===== config.mk =====
export PLATFORM = sky130hd
export DESIGN_NAME = dmem_arbiter
export DESIGN_NICKNAME = d
export VERILOG_FILES = /design/src/rtl/dmem_arbiter.sv
export SDC_FILE = /design/constraint.sdc
export NUM_CORES = 1
export LEC_CHECK = 0
export CAP_MARGIN = 20
export CORE_ASPECT_RATIO = 0.8
export CORE_MARGIN = 5
export CORE_UTILIZATION = 37
export CTS_CLUSTER_DIAMETER = 60
export DETAILED_ROUTE_END_ITERATION = 16
export GPL_TIMING_DRIVEN = 0
export PLACE_DENSITY = 0.72
export SETUP_SLACK_MARGIN = 0.05
export SYNTH_ARGS = -nofsm -noshare
export SYNTH_HDL_FRONTEND = slang
export SYNTH_SLANG_ARGS = --single-unit

===== constraint.sdc =====
create_clock -name clk -period 1.93 [get_ports clk]
set_input_delay 0.386 -clock clk [delete_from_list [all_inputs] [get_ports clk]]
set_output_delay 0.386 -clock clk [all_outputs]
set_load 0.005 [all_outputs]

===== src/rtl/dmem_arbiter.sv =====
// Two-port round-robin arbiter for the single-port data memory, with RMW partial stores.
// Define DMEM_ARB_FIXED_PRIO_EN for fixed priority (port 0 wins ties).
module dmem_arbiter #(
    parameter int ADDR_W = 32,
    parameter int DATA_W = 32
) (
    input  logic                  clk,
    input  logic                  rst_n,
    input  logic                  m0_req,
    input  logic                  m0_we,
    input  logic [DATA_W/8-1:0]   m0_be,
    input  logic [ADDR_W-1:0]     m0_addr,
    input  logic [DATA_W-1:0]     m0_wdata,
    output logic                  m0_ack,
    output logic [DATA_W-1:0]     m0_rdata,
    input  logic                  m1_req,
    input  logic                  m1_we,
    input  logic [DATA_W/8-1:0]   m1_be,
    input  logic [ADDR_W-1:0]     m1_addr,
    input  logic [DATA_W-1:0]     m1_wdata,
    output logic                  m1_ack,
    output logic [DATA_W-1:0]     m1_rdata,
    output logic [ADDR_W-1:0]     mem_addr,
    output logic [DATA_W-1:0]     mem_wdata,
    output logic [DATA_W/8-1:0]   mem_wren,
    input  logic [DATA_W-1:0]     mem_rdata
);

    localparam int NB = DATA_W / 8;

    typedef enum logic [1:0] {
        IDLE,
        XFER,
        MERGE,
        RESP
    } state_e;

    state_e              state_q, state_d;
    logic                gnt_q, gnt_d;
    logic                we_q, we_d;
    logic [NB-1:0]       be_q, be_d;
    logic [DATA_W-1:0]   wdata_q, wdata_d;
    logic [ADDR_W-1:0]   addr_q, addr_d;
    logic [DATA_W-1:0]   mwdata_q, mwdata_d;
    logic [NB-1:0]       wren_q, wren_d;
    logic                ack0_q, ack0_d;
    logic                ack1_q, ack1_d;
    logic [DATA_W-1:0]   rdata0_q, rdata0_d;
    logic [DATA_W-1:0]   rdata1_q, rdata1_d;
    logic                gnt_c;
    logic [DATA_W-1:0]   merged;

`ifdef DMEM_ARB_FIXED_PRIO_EN
    assign gnt_c = !m0_req;
`else
    // prio_q names the port that wins the next tie
    logic prio_q, prio_d;

    assign gnt_c = (m0_req && m1_req) ? prio_q : m1_req;

    always_comb begin
        prio_d = prio_q;
        if (state_q == IDLE && (m0_req || m1_req)) begin
            prio_d = !gnt_c;
        end
    end

    always_ff @(posedge clk or negedge rst_n) begin
        if (!rst_n) begin
            prio_q <= 1'b0;
        end else begin
            prio_q <= prio_d;
        end
    end
`endif

    always_comb begin
        merged = mem_rdata;
        for (int i = 0; i < NB; i++) begin
            if (be_q[i]) begin
                merged[8*i +: 8] = wdata_q[8*i +: 8];
            end
        end
    end

    always_comb begin
        state_d  = state_q;
        gnt_d    = gnt_q;
        we_d     = we_q;
        be_d     = be_q;
        wdata_d  = wdata_q;
        addr_d   = addr_q;
        mwdata_d = mwdata_q;
        wren_d   = '0;
        ack0_d   = 1'b0;
        ack1_d   = 1'b0;
        rdata0_d = rdata0_q;
        rdata1_d = rdata1_q;
        unique case (state_q)
            IDLE: begin
                if (m0_req || m1_req) begin
                    gnt_d   = gnt_c;
                    we_d    = gnt_c ? m1_we    : m0_we;
                    be_d    = gnt_c ? m1_be    : m0_be;
                    wdata_d = gnt_c ? m1_wdata : m0_wdata;
                    addr_d  = gnt_c ? m1_addr  : m0_addr;
                    // full-word stores go straight out in XFER
                    if (we_d && be_d == '1) begin
                        wren_d   = '1;
                        mwdata_d = wdata_d;
                    end
                    state_d = XFER;
                end
            end
            XFER: begin
                if (!we_q) begin
                    if (gnt_q) begin
                        rdata1_d = mem_rdata;
                    end else begin
                        rdata0_d = mem_rdata;
                    end
                    state_d = RESP;
                end else if (be_q == '1 || be_q == '0) begin
                    state_d = RESP;
                end else begin
                    mwdata_d = merged;
                    wren_d   = '1;
                    state_d  = MERGE;
                end
                if (state_d == RESP) begin
                    ack0_d = !gnt_q;
                    ack1_d = gnt_q;
                end
            end
            MERGE: begin
                ack0_d  = !gnt_q;
                ack1_d  = gnt_q;
                state_d = RESP;
            end
            RESP: begin
                state_d = IDLE;
            end
        endcase
    end

    always_ff @(posedge clk or negedge rst_n) begin
        if (!rst_n) begin
            state_q  <= IDLE;
            gnt_q    <= 1'b0;
            we_q     <= 1'b0;
            be_q     <= '0;
            wdata_q  <= '0;
            addr_q   <= '0;
            mwdata_q <= '0;
            wren_q   <= '0;
            ack0_q   <= 1'b0;
            ack1_q   <= 1'b0;
            rdata0_q <= '0;
            rdata1_q <= '0;
        end else begin
            state_q  <= state_d;
            gnt_q    <= gnt_d;
            we_q     <= we_d;
            be_q     <= be_d;
            wdata_q  <= wdata_d;
            addr_q   <= addr_d;
            mwdata_q <= mwdata_d;
            wren_q   <= wren_d;
            ack0_q   <= ack0_d;
            ack1_q   <= ack1_d;
            rdata0_q <= rdata0_d;
            rdata1_q <= rdata1_d;
        end
    end

    assign mem_addr  = addr_q;
    assign mem_wdata = mwdata_q;
    assign mem_wren  = wren_q;
    assign m0_ack    = ack0_q;
    assign m1_ack    = ack1_q;
    assign m0_rdata  = rdata0_q;
    assign m1_rdata  = rdata1_q;

endmodule


# Word level (Yosys, flattened, before mapping)
# Cells that the tools add are included.
totals:
  register_bits: 175
  elab_cells: 67
op_classes:
  n_eq_ne: 10
  n_mux: 28
  bitwise_logic: 2
  reduce_logical: 14
ops:
  columns: ["op", "count"]
  rows:
  - ["$mux W32", 6]
  - ["$pmux W32 S2", 1]
  - ["$mux W8", 4]
  - ["$mux W4", 5]
  - ["$eq A4 B4 Y1 const B", 2]
  - ["$pmux W2 S4", 1]
  - ["$pmux W4 S2", 1]
  - ["$eq A2 B2 Y1 const B", 3]
  - ["$mux W1", 6]
  - ["$reduce_and A3 Y1", 2]
  - ["$reduce_and A5 Y1", 1]
  - ["$logic_not A4 Y1", 1]
  - ["$mux W2", 2]
  - ["$ne A2 B1 Y1 const B", 2]
  - ["$ne A2 B2 Y1 const B", 2]
  - ["$pmux W1 S2", 2]
  - ["$logic_and A1 B1 Y1", 3]
  - ["$eq A2 B1 Y1 const B", 1]
  - ["$logic_not A1 Y1", 2]
  - ["$logic_not A2 Y1", 1]
  - ["$logic_or A1 B1 Y1", 2]
  - ["$not A1 Y1", 2]
  - ["$reduce_and A2 Y1", 1]
  - ["$reduce_bool A2 Y1", 1]

# Depth between registers and ports, before layout
# Gate-level depths: netlist (run 1).
logic_depth:
  depth_word: 8
  depth_mapped: 9
  ltp_nobuf: 6

# Worst setup path after synthesis (run 1)
# Ideal clock, no wire load.
synth_path:
  kind: "flip-flop to flip-flop"
  startpoint: "register be_q[1]"
  endpoint: "register mwdata_q[10] (netlist: mem_wdata[10])"
  setup_time_ns: 0.125
  t_arrival_ns: 1.851
  stages_incl_launch_ff: 7
  required_ns: 1.805
  synth_period_minus_slack_ns: 1.977
  path_slack_ns: -0.047
  cell_sequence: "dfrtp_1 > buf_6 > or4_4 > a31oi_4 > a211o_4 > buf_12 > mux2_4"
synth_between:
  elab_chain_len: 4
  word_cells_on_any_way: 9
  classes_between: "eq/ne (2); mux (4); reduce/logical (3)"
synth_lines:
  columns: ["item", "line", "source"]
  rows:
  - ["start, declared", "41", "logic [NB-1:0] be_q, be_d;"]
  - ["start signal, assigned", "151", "be_q <= '0;"]
  - ["start signal, assigned", "164", "be_q <= be_d;"]
  - ["$eq A4 B4 Y1 (tied with other cells)", "123", "end else if (be_q == '1 || be_q == '0) begin"]
  - ["$logic_or A1 B1 Y1 or $mux W32 (tied branches)", "123", null]
  - ["$ne A2 B2 Y1 (no line) or $mux W32 (tied branches)", null, null]
  - ["$reduce_and A5 Y1 (no line) or $pmux W32 S2 (tied branches)", null, null]
  - ["end signal, assigned", "167", "mwdata_q <= mwdata_d;"]
  - ["end, declared", "44", "logic [DATA_W-1:0] mwdata_q, mwdata_d;"]
# Several ways; a longest one is shown, not always the timed one. The select of a mux whose other input is x is not followed.
# A chain may end at the register's enable or synchronous reset.

# Final worst setup path (run 1)
layout_path:
  startpoint: "register prio_q"
  endpoint: "register mwdata_q[21] (netlist: mem_wdata[21])"
layout_between:
  elab_chain_len: 6
  word_cells_on_any_way: 11
  classes_between: "eq/ne (2); mux (7); reduce/logical (2)"
layout_lines:
  columns: ["item", "line", "source"]
  rows:
  - ["start, declared", "57", "logic prio_q, prio_d;"]
  - ["start signal, assigned", "72", "prio_q <= prio_d;"]
  - ["$mux W1 (*)", "59", "assign gnt_c = (m0_req && m1_req) ? prio_q : m1_req;"]
  - ["$mux W4", "104", "be_d = gnt_c ? m1_be : m0_be;"]
  - ["$eq A4 B4 Y1", "108", "if (we_d && be_d == '1) begin"]
  - ["$logic_and A1 B1 Y1", "108", null]
  - ["$ne A2 B1 Y1 (no line)", null, null]
  - ["$reduce_and A5 Y1 (no line)", null, null]
# Every way passes the cells marked *; elsewhere a longest branch is shown, timed or not. The select of a mux whose other input is x is not followed.

==> flow_metrics.py, run 1 <==
metrics = {
    "status": {
        "status": "finished, violations left",
        "violations": "setup timing",
    },
    "clocking": {
        "cts.sinks": 172,
        "cts_max_level": 4,
        "clk_latency_ns": 0.42,
        "clk_path_buf_depth": 2,
        "cts_tree": "yes",
        "ctsRootBufferMaster": "clkbuf_16",
        "path_clk_slew_ns": 0.07,
        "cts_buffers": 17,
    },
    "sta": {
        "finClkSkew_ns": 0.0117,
        "setup_ws_ns": -0.118,
        "report.final.slew_viol_count": 0,
        "finalHoldViolations": 0,
        "fin_crit_sh_pct": 106,
        "fmaxAchievable_mhz": 488,
        "tightest_slew_ns": 0.623,
        "finalSetupTns_ns": -3.32,
        "rsz0062_at_grt": "true",
        "finalCriticalPeriod_ns": 2.05,
        "finalSetupViolations": 32,
        "slew_headroom_pct": 58.5,
    },
    "layout": {
        "syn_to_final_growth_pct": 55.4,
        "drive_gt1_share_pct": 19.4,
        "layout_common_cells": "303 x clkdlybuf4s50_1, 171 x dfrtp_1, 104 x nand2_1",
        "final_common_cell": "clkdlybuf4s50_1",
        "n_antenna_cell": 0,
        "nNetsFinal": 1185,
    },
    "routing": {
        "wl_mm": 25.8,
        "drtIter0Drc": 286,
        "drc": 0,
        "dr.pass1.iters": 4,
        "ant_nets": 0,
        "avgViaCountPerCell": 5.03,
        "via_count": 6482,
        "routedWlPerCell_um": 20.0,
    },
    "grt": {
        "grt_overflow": 0,
        "grt_pass1_wl_mm": 39.6,
        "use_met2_pct": 35.3,
        "antenna_found_initial": 0,
        "grt_pass1_vias": 6756,
        "grt_busiest_layer": "met2",
        "use_met1_pct": 26.2,
        "grtUsageMet3_pct": 7.11,
        "grt_max_degree": 93,
        "grtUsageTotal_pct": 20.9,
    },
    "floorplanning": {
        "die_area_um2": 24300,
        "core.rowCount": 47,
        "core_um2": 20800,
        "pin_count": 308,
        "initial_core_util_pct": 37.8,
        "die_w_um": 173,
        "die_height_um": 140,
    },
    "synthesis": {
        "ys_types": 32,
        "syn_inst": 665,
        "yosys.area.top_type": "dfrtp_1",
        "synth_seq_cells": 172,
        "yosysSeqAreaShare_pct": 54.8,
        "synth_top_area_share_pct": 54.8,
        "yosys-top-cells-area": "dfrtp_1 55%, mux2_2 9.0%, mux2_4 5.9%, nand2_1 5.0%, mux2i_1 4.7%",
        "netlist_area_um2": 7860,
        "synth-warning-count": 0,
        "avgSynthCellArea_um2": 11.8,
        "syn-num-nets": 842,
    },
    "setup_path": {
        "critPathCaptureType": "flop",
        "cp-start-kind": "flop",
        "critPathKind": "flop to flop",
        "cp_max_fo": 10,
        "cp_data_arrival_time_ns": 2.35,
        "crit_required_ns": 2.23,
    },
    "power_and_ir_drop": {
        "p_clk_share_pct": 17.3,
        "pwr-share-comb_pct": 50.6,
        "p_per_area_nw_per_um2": 1640,
        "p_leak_uw": 0.00537,
        "ir_drop_uv": 604,
        "switching_share_pct": 33.3,
        "power_frac_seq_pct": 32.1,
        "internal_power_uw": 13400,
        "p_switching_uw": 6700,
    },
    "hold_path": {
        "min_path_type": "input port to flop",
    },
    "placed_design": {
        "portBuffers": 307,
        "dp_slack_ns": -0.952,
        "gp_congestion": 0.799,
        "place_hpwl_mm": 19.3,
    },
    "run": {
        "maxCapViolCount": 0,
    },
}
-- cell usage after synthesis, drive strengths merged --
cell type  instances
a211o              1
a211oi            32
a21o               1
a21oi             34
a31oi              1
a32oi             32
and3               2
buf               23
clkbuf            31
dfrtp            172
ha                 3
inv                5
mux2              97
mux2i             37
nand2            105
nand3              2
nand4              2
nor2               5
nor2b             32
nor3               1
o21a               1
o21ai             44
or3                1
or4                1
-- registers in the layout (all words and copies together), names as in the netlist --
name	flops
mem_addr	32
prio_q	1
mem_wdata	32
m1_ack	1
m0_ack	1
gnt_q	1
be_q	4
mem_wren	1
m1_rdata	32
wdata_q	32
m0_rdata	32
we_q	1
state_q	2
-- cell families (layout without fill, tap and decap cells) --
logic type / count (synthesis) / after routing / synth area share (%)
multiplexers: 134 / 134 / 20.1
AND/OR/NAND/NOR: 151 / 151 / 8.53
buffers and inverters: 59 / 414 / 3.84
adder cells (fa/ha/maj): 3 / 3 / 0.478
flip-flops: 172 / 172 / 54.8
AO/OA/AOI/OAI: 146 / 146 / 12.3
-- critical path, stage by stage (launching register included) --
cell     delay, ns
dfrtp_1       0.40
o21ai_4       0.28
mux2_4        0.34
a211o_4       0.42
buf_12        0.18
mux2_4        0.29
-- stage by stage --
step / hold slack [ns] / instances / total power, uW / utilization, % / area (um^2)
2_1_floorplan: 0.0904 / 665 / 11300 / - / 7880
3_3_place_gp: 0.451 / 1241 / 16000 / 54.2 / 11300
3_5_place_dp: 0.427 / 1242 / 16200 / 54.4 / 11300
4_1_cts: 0.470 / 1286 / 20200 / 58.3 / 12100
5_1_grt: 0.421 / 1289 / 21400 / 58.7 / 12200
6_report: 0.373 / 1289 / 20100 / 58.7 / 12200
-- cell type report --
type / instances / area (um^2)
flip-flops and latches: 172 / 4310
plain buffers: 50 / 373
clock buffers: 18 / 429
well taps: 269 / 337
clock inverters: 13 / 154
repair buffers: 328 / 3300
inverters: 5 / 18.8
fillers: 1793 / 8600
multi-input cells: 434 / 3300
-- timing repair --
action	4_1_cts	5_1_grt
hold endpoints to repair	75	0
hold buffers	1	0
endpoints found under the setup margin	166	147
pin swaps	4	3
resized for setup	51	32
cloned	0	1
setup buffers	13	5
-- per-layer routing --
metal,part of all wire [%],vias up,wire length (um)
met5,0,-,0
met4,1.2,0,306
met3,7.7,19,1980
met2,48,231,12400
met1,43,3171,11100
li1,-,3061,-
-- power by group through the flow --
stage          logic (uW)  registers (uW)  clock network [uW]
6_report            10200            6460                3470
5_1_grt             11100            6690                3700
4_1_cts             10200            6450                3540
3_5_place_dp         9720            6480                   0
3_3_place_gp         9560            6410                   0
2_1_floorplan        4820            6490                   0
-- final timing paths --
check                              from       endpoint  slack (ns)  depth (start not counted)
max reg2reg                      prio_q  mem_wdata[21]       -0.12                          5
min                            m0_be[0]        be_q[0]        0.37                          3
max in group asynchronous         rst_n     wdata_q[0]        0.48                          3
min in group asynchronous         rst_n   m0_rdata[22]        0.56                          2
min reg2reg                mem_addr[18]   mem_addr[18]        0.46                          2
max                              prio_q  mem_wdata[21]       -0.12                          5
Power figures use the tool's default switching activity.
==> run 2, diff against run 1 <==
- SLEW_MARGIN: unset -> 30
==> flow_metrics.py, run 2 (same netlist as run 1, synthesis figures left out) <==
metrics = {
    "layout": {
        "layout_common_cells": "299 x clkdlybuf4s50_1, 171 x dfrtp_1, 104 x nand2_1",
        "final_common_cell": "clkdlybuf4s50_1",
        "syn_to_final_growth_pct": 57.9,
        "multi_input_area_um2": 3330,
        "seq_area_um2": 4310,
        "fill_cells": 1778,
        "nNetsFinal": 1191,
        "drive_gt1_share_pct": 20.5,
    },
    "hold_path": {
        "min_path_cells": 3,
        "hold_end": "we_q",
        "hp-start": "m0_we",
        "min_path_type": "input port to flop",
    },
    "clocking": {
        "clk_path_buf_depth": 2,
        "cts.sinks": 172,
        "ctsRootBufferMaster": "clkbuf_16",
        "cts_tree": "yes",
        "path_clk_slew_ns": 0.07,
        "cts_buffers": 17,
        "clk_latency_ns": 0.42,
        "cts_max_level": 4,
    },
    "power_and_ir_drop": {
        "ir_drop_uv": 632,
        "p_per_area_nw_per_um2": 1670,
        "p_leak_uw": 0.00548,
    },
    "setup_path": {
        "critPathCaptureType": "flop",
        "cp_max_fo": 5,
        "cp_data_arrival_time_ns": 2.34,
        "crit_family": "buffers and inverters",
        "rrSetupSlack_ns": -0.11,
        "critPathKind": "input port to flop",
        "cp-start-kind": "input port",
        "critPathLaunch": "m1_we",
        "path_common_cell": "mux2_4",
        "max_stage_delay_ns": 0.47,
        "reg2reg_depth": 6,
        "path_buf_inv": 3,
        "cpMaxStageDelayCell": "clkdlybuf4s50_1",
        "reg2reg_to": "mem_wdata[15]",
        "path_cells": "clkdlybuf4s50_1 > and3_1 > nand3_1 > mux2_4 > a211o_4 > buf_12 > clkbuf_16 > mux2_4",
        "cp.depth": 8,
        "r2r-start": "prio_q",
        "crit_required_ns": 2.23,
    },
    "floorplanning": {
        "die_w_um": 173,
        "core.rowCount": 47,
        "die_area_um2": 24300,
        "die_height_um": 140,
        "pin_count": 308,
        "core_um2": 20800,
        "initial_core_util_pct": 37.8,
    },
    "routing": {
        "ant_nets": 0,
        "drtIter0Drc": 316,
        "via_count": 6613,
        "wl_mm": 26.2,
        "avgViaCountPerCell": 5.11,
        "dr.pass1.iters": 4,
        "routedWlPerCell_um": 20.3,
        "drc": 0,
    },
    "status": {
        "status": "finished, violations left",
        "violations": "setup timing",
    },
    "sta": {
        "finalSetupViolations": 26,
        "fmaxAchievable_mhz": 491,
        "rsz0062_at_grt": "true",
        "whs_ns": 0.307,
        "report.final.slew_viol_count": 0,
        "tightest_slew_ns": 0.571,
        "slew_headroom_pct": 62.0,
        "finalCriticalPeriod_ns": 2.04,
        "fin_crit_sh_pct": 106,
        "finalSetupTns_ns": -2.32,
        "finalHoldViolations": 0,
        "setup_ws_ns": -0.108,
        "finClkSkew_ns": 0.0121,
    },
    "placed_design": {
        "gp_congestion": 0.799,
        "place_hpwl_mm": 19.4,
        "portBuffers": 307,
    },
    "grt": {
        "grt_pass1_vias": 6807,
        "grt_overflow": 0,
        "antenna_found_initial": 1,
        "grt_pass1_wl_mm": 39.7,
        "grtUsageTotal_pct": 20.9,
        "grt_max_degree": 83,
    },
    "run": {
        "maxCapViolCount": 0,
    },
}
[run 2: cell types whose count changed in the layout (fill, tap and decap cells not counted), moves of 2 or more]
cell / previous run / this run
clkdlybuf4s50_1: 303 / 299
a211oi_1: 31 / 28
dlymetal6s2s_1: 2 / 5
clkbuf_4: 3 / 5
clkbuf_2: 11 / 14
buf_12: 4 / 6
buf_6: 11 / 13
a211oi_2: 1 / 4
buf_1: 4 / 2
buf_2: 6 / 2
buf_16: 1 / 3
[run 2: where the power goes]
group          switching [uW]  internal, uW
logic                    4340          6290
clock network            1530          2060
registers                1000          5460
[run 2: cell type report]
type,instances,area share [%]
Timing Repair Buffer,334,27.5
Sequential cell,172,34.7
Buffer,50,3.17
Clock inverter,13,1.48
Multi-Input combinational cell,434,26.8
Clock buffer,17,3.43
Antenna cell,1,0.0202
Tap cell,269,2.71
Inverter,5,0.151
[run 2: worst reg2reg max path: stages (launching register included)]
cell and delay [ns]:
dfrtp_1 0.42, o21ai_4 0.21, mux2_4 0.33, a211o_4 0.37
buf_12 0.15, clkbuf_16 0.15, mux2_4 0.29
[run 2: worst max-delay path by stage]
stage	slack, ns	endpoint
4_1_cts	-0.17	mem_wdata[17]
3_5_place_dp	-0.97	mem_addr[26]
6_report	-0.11	mem_wdata[15]
2_1_floorplan	-0.02	mem_wdata[10]
5_1_grt	-0.13	mem_wdata[11]
3_3_place_gp	-6.90	mem_addr[25]
[run 2: stage by stage]
stage               cell area, um^2  worst slack (ns)  instances  total power (uW)  util, %
floorplan                      7880           -0.0210        665             11300        -
global placement              11300             -6.90       1241             16000     54.2
detailed placement            11300            -0.966       1243             16200     54.5
CTS                           12300            -0.174       1291             20700     59.1
global route                  12400            -0.134       1294             22000     59.6
finish                        12400            -0.108       1295             20700     59.6
[run 2: timing repair]
item / in CTS / in global routing
hold buffers: 1 / 0
endpoints found under the hold margin: 28 / 0
pin swaps: 6 / 7
setup endpoints to repair: 166 / 140
gates resized for setup: 58 / 46
setup buffers: 16 / 5
cloned: 3 / 2
[run 2: per-layer routing]
layer / up-vias / global-route usage, % / routed length (um)
met1: 3272 / 26.5 / 11100
met2: 250 / 35.8 / 12800
li1: 3075 / - / -
met4: 0 / 3.95 / 259
met5: - / 0 / 0
met3: 16 / 6.73 / 2130
==> run 3, diff against run 2 <==
- ABC_AREA: unset -> 1
- PLACE_DENSITY: 0.72 -> 0.73
==> flow_metrics.py, run 3 <==
metrics = {
    "status": {
        "status": "completed",
    },
    "power_and_ir_drop": {
        "p_switching_uw": 7650,
        "p_per_area_nw_per_um2": 1650,
        "power_frac_seq_pct": 31.7,
        "switching_share_pct": 37.6,
        "power.total_uw": 20300,
        "pwr-share-comb_pct": 49.8,
        "p_leak_uw": 0.00561,
        "p_clk_share_pct": 18.5,
        "ir_drop_uv": 750,
        "internal_power_uw": 12700,
    },
    "layout": {
        "n_antenna_cell": 0,
        "final_cells": 1552,
        "drive_gt1_share_pct": 11.1,
        "layout_common_cells": "302 x clkdlybuf4s50_1, 212 x nand2_1, 172 x dfrtp_1",
        "seq_area_um2": 4300,
        "fin_area_um2": 12300,
        "syn_to_final_growth_pct": 57.4,
        "multi_input_area_um2": 3140,
        "final_common_cell": "clkdlybuf4s50_1",
        "fill_cells": 1879,
        "nNetsFinal": 1447,
    },
    "routing": {
        "via_count": 8039,
        "wl_mm": 28.8,
        "ant_nets": 0,
        "dr.pass1.iters": 5,
        "routedWlPerCell_um": 18.6,
        "avgViaCountPerCell": 5.18,
        "drc": 0,
        "drtIter0Drc": 606,
    },
    "synthesis": {
        "synth-warning-count": 0,
        "yosys.area_share.simple_pct": 22.5,
        "synth-edff-count": 0,
        "netlist_area_um2": 7830,
        "synth_seq_cells": 172,
        "yosys.area.top_type": "dfrtp_1",
        "ys_types": 24,
        "synth_top_family_by_area": "simple AND/OR/NAND/NOR gates",
        "syn-num-nets": 1106,
        "avgSynthCellArea_um2": 8.43,
        "synth_async_sr_flop_share_pct": 100,
        "yosysMostFrequentCell": "nand2_1",
        "synth-compound-area-share_pct": 15.4,
        "synthFlopType": "dfrtp_1",
        "syn_inst": 929,
        "synth_xor_xnor_area_share_pct": 0,
        "synthAdderAreaFrac_pct": 0.480,
        "synthTopCellsByCount": "218 x nand2_1, 172 x dfrtp_1, 172 x o21ai_0",
        "synth_top_area_share_pct": 55.0,
        "synth_mux_area_share_pct": 0,
        "yosys-top-cells-area": "dfrtp_1 55%, o21ai_0 11%, nand2_1 10%, nand3_1 8.4%, inv_1 2.3%",
        "yosysSeqAreaShare_pct": 55.0,
    },
    "sta": {
        "finalSetupViolations": 0,
        "fmaxAchievable_mhz": 539,
        "slew_headroom_pct": 61.6,
        "report.final.slew_viol_count": 0,
        "finClkSkew_ns": 0.0109,
        "fin_crit_sh_pct": 96.2,
        "finalSetupTns_ns": 0,
        "tightest_slew_ns": 0.576,
        "rsz0062_at_grt": "true",
        "finalHoldViolations": 0,
        "finalCriticalPeriod_ns": 1.86,
    },
    "setup_path": {
        "max_stage_delay_ns": 0.40,
        "cp_data_arrival_time_ns": 2.12,
        "cp-start-kind": "flop",
        "crit_required_ns": 2.19,
        "critPathKind": "flop to flop",
        "cp_max_fo": 10,
        "critPathCaptureType": "flop",
        "cpMaxStageDelayCell": "dfrtp_1",
        "path_cells": "inv_1 > ha_4 > inv_1 > nor2_4 > inv_2 > clkbuf_4 > clkbuf_4 > nand2_1 > o21ai_0",
    },
    "floorplanning": {
        "core.rowCount": 47,
        "core_um2": 20800,
        "die_w_um": 173,
        "pin_count": 308,
        "die_height_um": 140,
        "die_area_um2": 24200,
        "initial_core_util_pct": 37.7,
    },
    "grt": {
        "grt_pass1_vias": 8074,
        "grtUsageTotal_pct": 23.3,
        "grt_max_degree": 64,
        "antenna_found_initial": 0,
        "grt_overflow": 0,
        "grt_pass1_wl_mm": 45.2,
    },
    "placed_design": {
        "place_hpwl_mm": 21.8,
        "placedCellCount": 1507,
        "dpl_cell_area_um2": 11300,
        "gp_congestion": 0.852,
        "portBuffers": 307,
    },
    "clocking": {
        "clk_path_buf_depth": 2,
        "cts_tree": "yes",
        "cts.sinks": 172,
        "cts_buffers": 17,
        "clk_latency_ns": 0.42,
        "ctsRootBufferMaster": "clkbuf_16",
        "cts_max_level": 4,
        "path_clk_slew_ns": 0.06,
    },
    "run": {
        "maxCapViolCount": 0,
    },
    "hold_path": {
        "min_path_type": "input port to flop",
    },
}
-- run 3: power by group through the flow --
stage          clock network, uW  logic (uW)  registers [uW]
5_1_grt                     4000       11100            6640
6_report                    3760       10100            6440
3_3_place_gp                   0        9090            6380
3_5_place_dp                   0        9300            6440
2_1_floorplan                  0        4270            6420
4_1_cts                     3820        9610            6410
-- run 3: cell type report --
| class | instances | share of cell area [%] |
|---|---|---|
| clock buffer | 19 | 3.51 |
| timing repair buffer | 322 | 26.7 |
| sequential | 172 | 34.9 |
| tap | 269 | 2.73 |
| clock inverter | 13 | 1.68 |
| multi-input combinational | 640 | 25.5 |
| buffer | 67 | 3.39 |
| inverter | 50 | 1.61 |
-- run 3: cells by family (layout without fill, tap and decap cells) --
kind of cell,count (synthesis),after routing
AO/OA/AOI/OAI,240,240
AND/OR/NAND/NOR,397,397
adder cells (fa/ha/maj),3,3
buffers and inverters,117,471
flip-flops,172,172
-- run 3: repair_timing --
action | in CTS | in global routing
cloned | 0 | 2
setup endpoints to repair | 168 | 139
hold buffers | 1 | 0
buffers inserted | 3 | 7
gates resized for setup | 48 | 49
hold endpoints to repair | 46 | 0
pin swaps | 3 | 7
-- run 3: worst max-delay path: cells and delay by family, from the launching register on --
kind / cells / cell delay (ns)
simple gates: 2 / 0.26
compound gates: 1 / 0.09
fa+ha+maj: 1 / 0.21
flops: 1 / 0.40
buf+inv: 5 / 0.74
-- run 3: final timing paths --
path,slack [ns],depth (start not counted),to,from
setup / recovery,0.07,9,wdata_q[12],state_q[0]
hold / removal,0.45,4,state_q[1],m0_req
setup reg to reg,0.07,9,wdata_q[12],state_q[0]
hold reg to reg,0.47,2,mem_wdata[26],mem_wdata[26]
max in group asynchronous,0.79,3,mem_addr[26],rst_n
min in group asynchronous,0.46,2,m1_rdata[21],rst_n
-- run 3: layer usage --
layer,part of all wire (%),global-route usage (%)
met5,0,0
met4,1.9,6.34
met3,8.9,7.03
met2,46,37.1
met1,43,31.1
-- run 3: metrics by stage --
| stage | hold slack (ns) | util (%) | setup slack [ns] |
|---|---|---|---|
| 2_1_floorplan | 0.0904 | - | 0.242 |
| 3_3_place_gp | 0.440 | 54.1 | -6.82 |
| 3_5_place_dp | 0.328 | 54.4 | -0.578 |
| 4_1_cts | 0.471 | 58.3 | 0.0520 |
| 5_1_grt | 0.454 | 59.4 | -0.00904 |
| 6_report | 0.450 | 59.4 | 0.0740 |
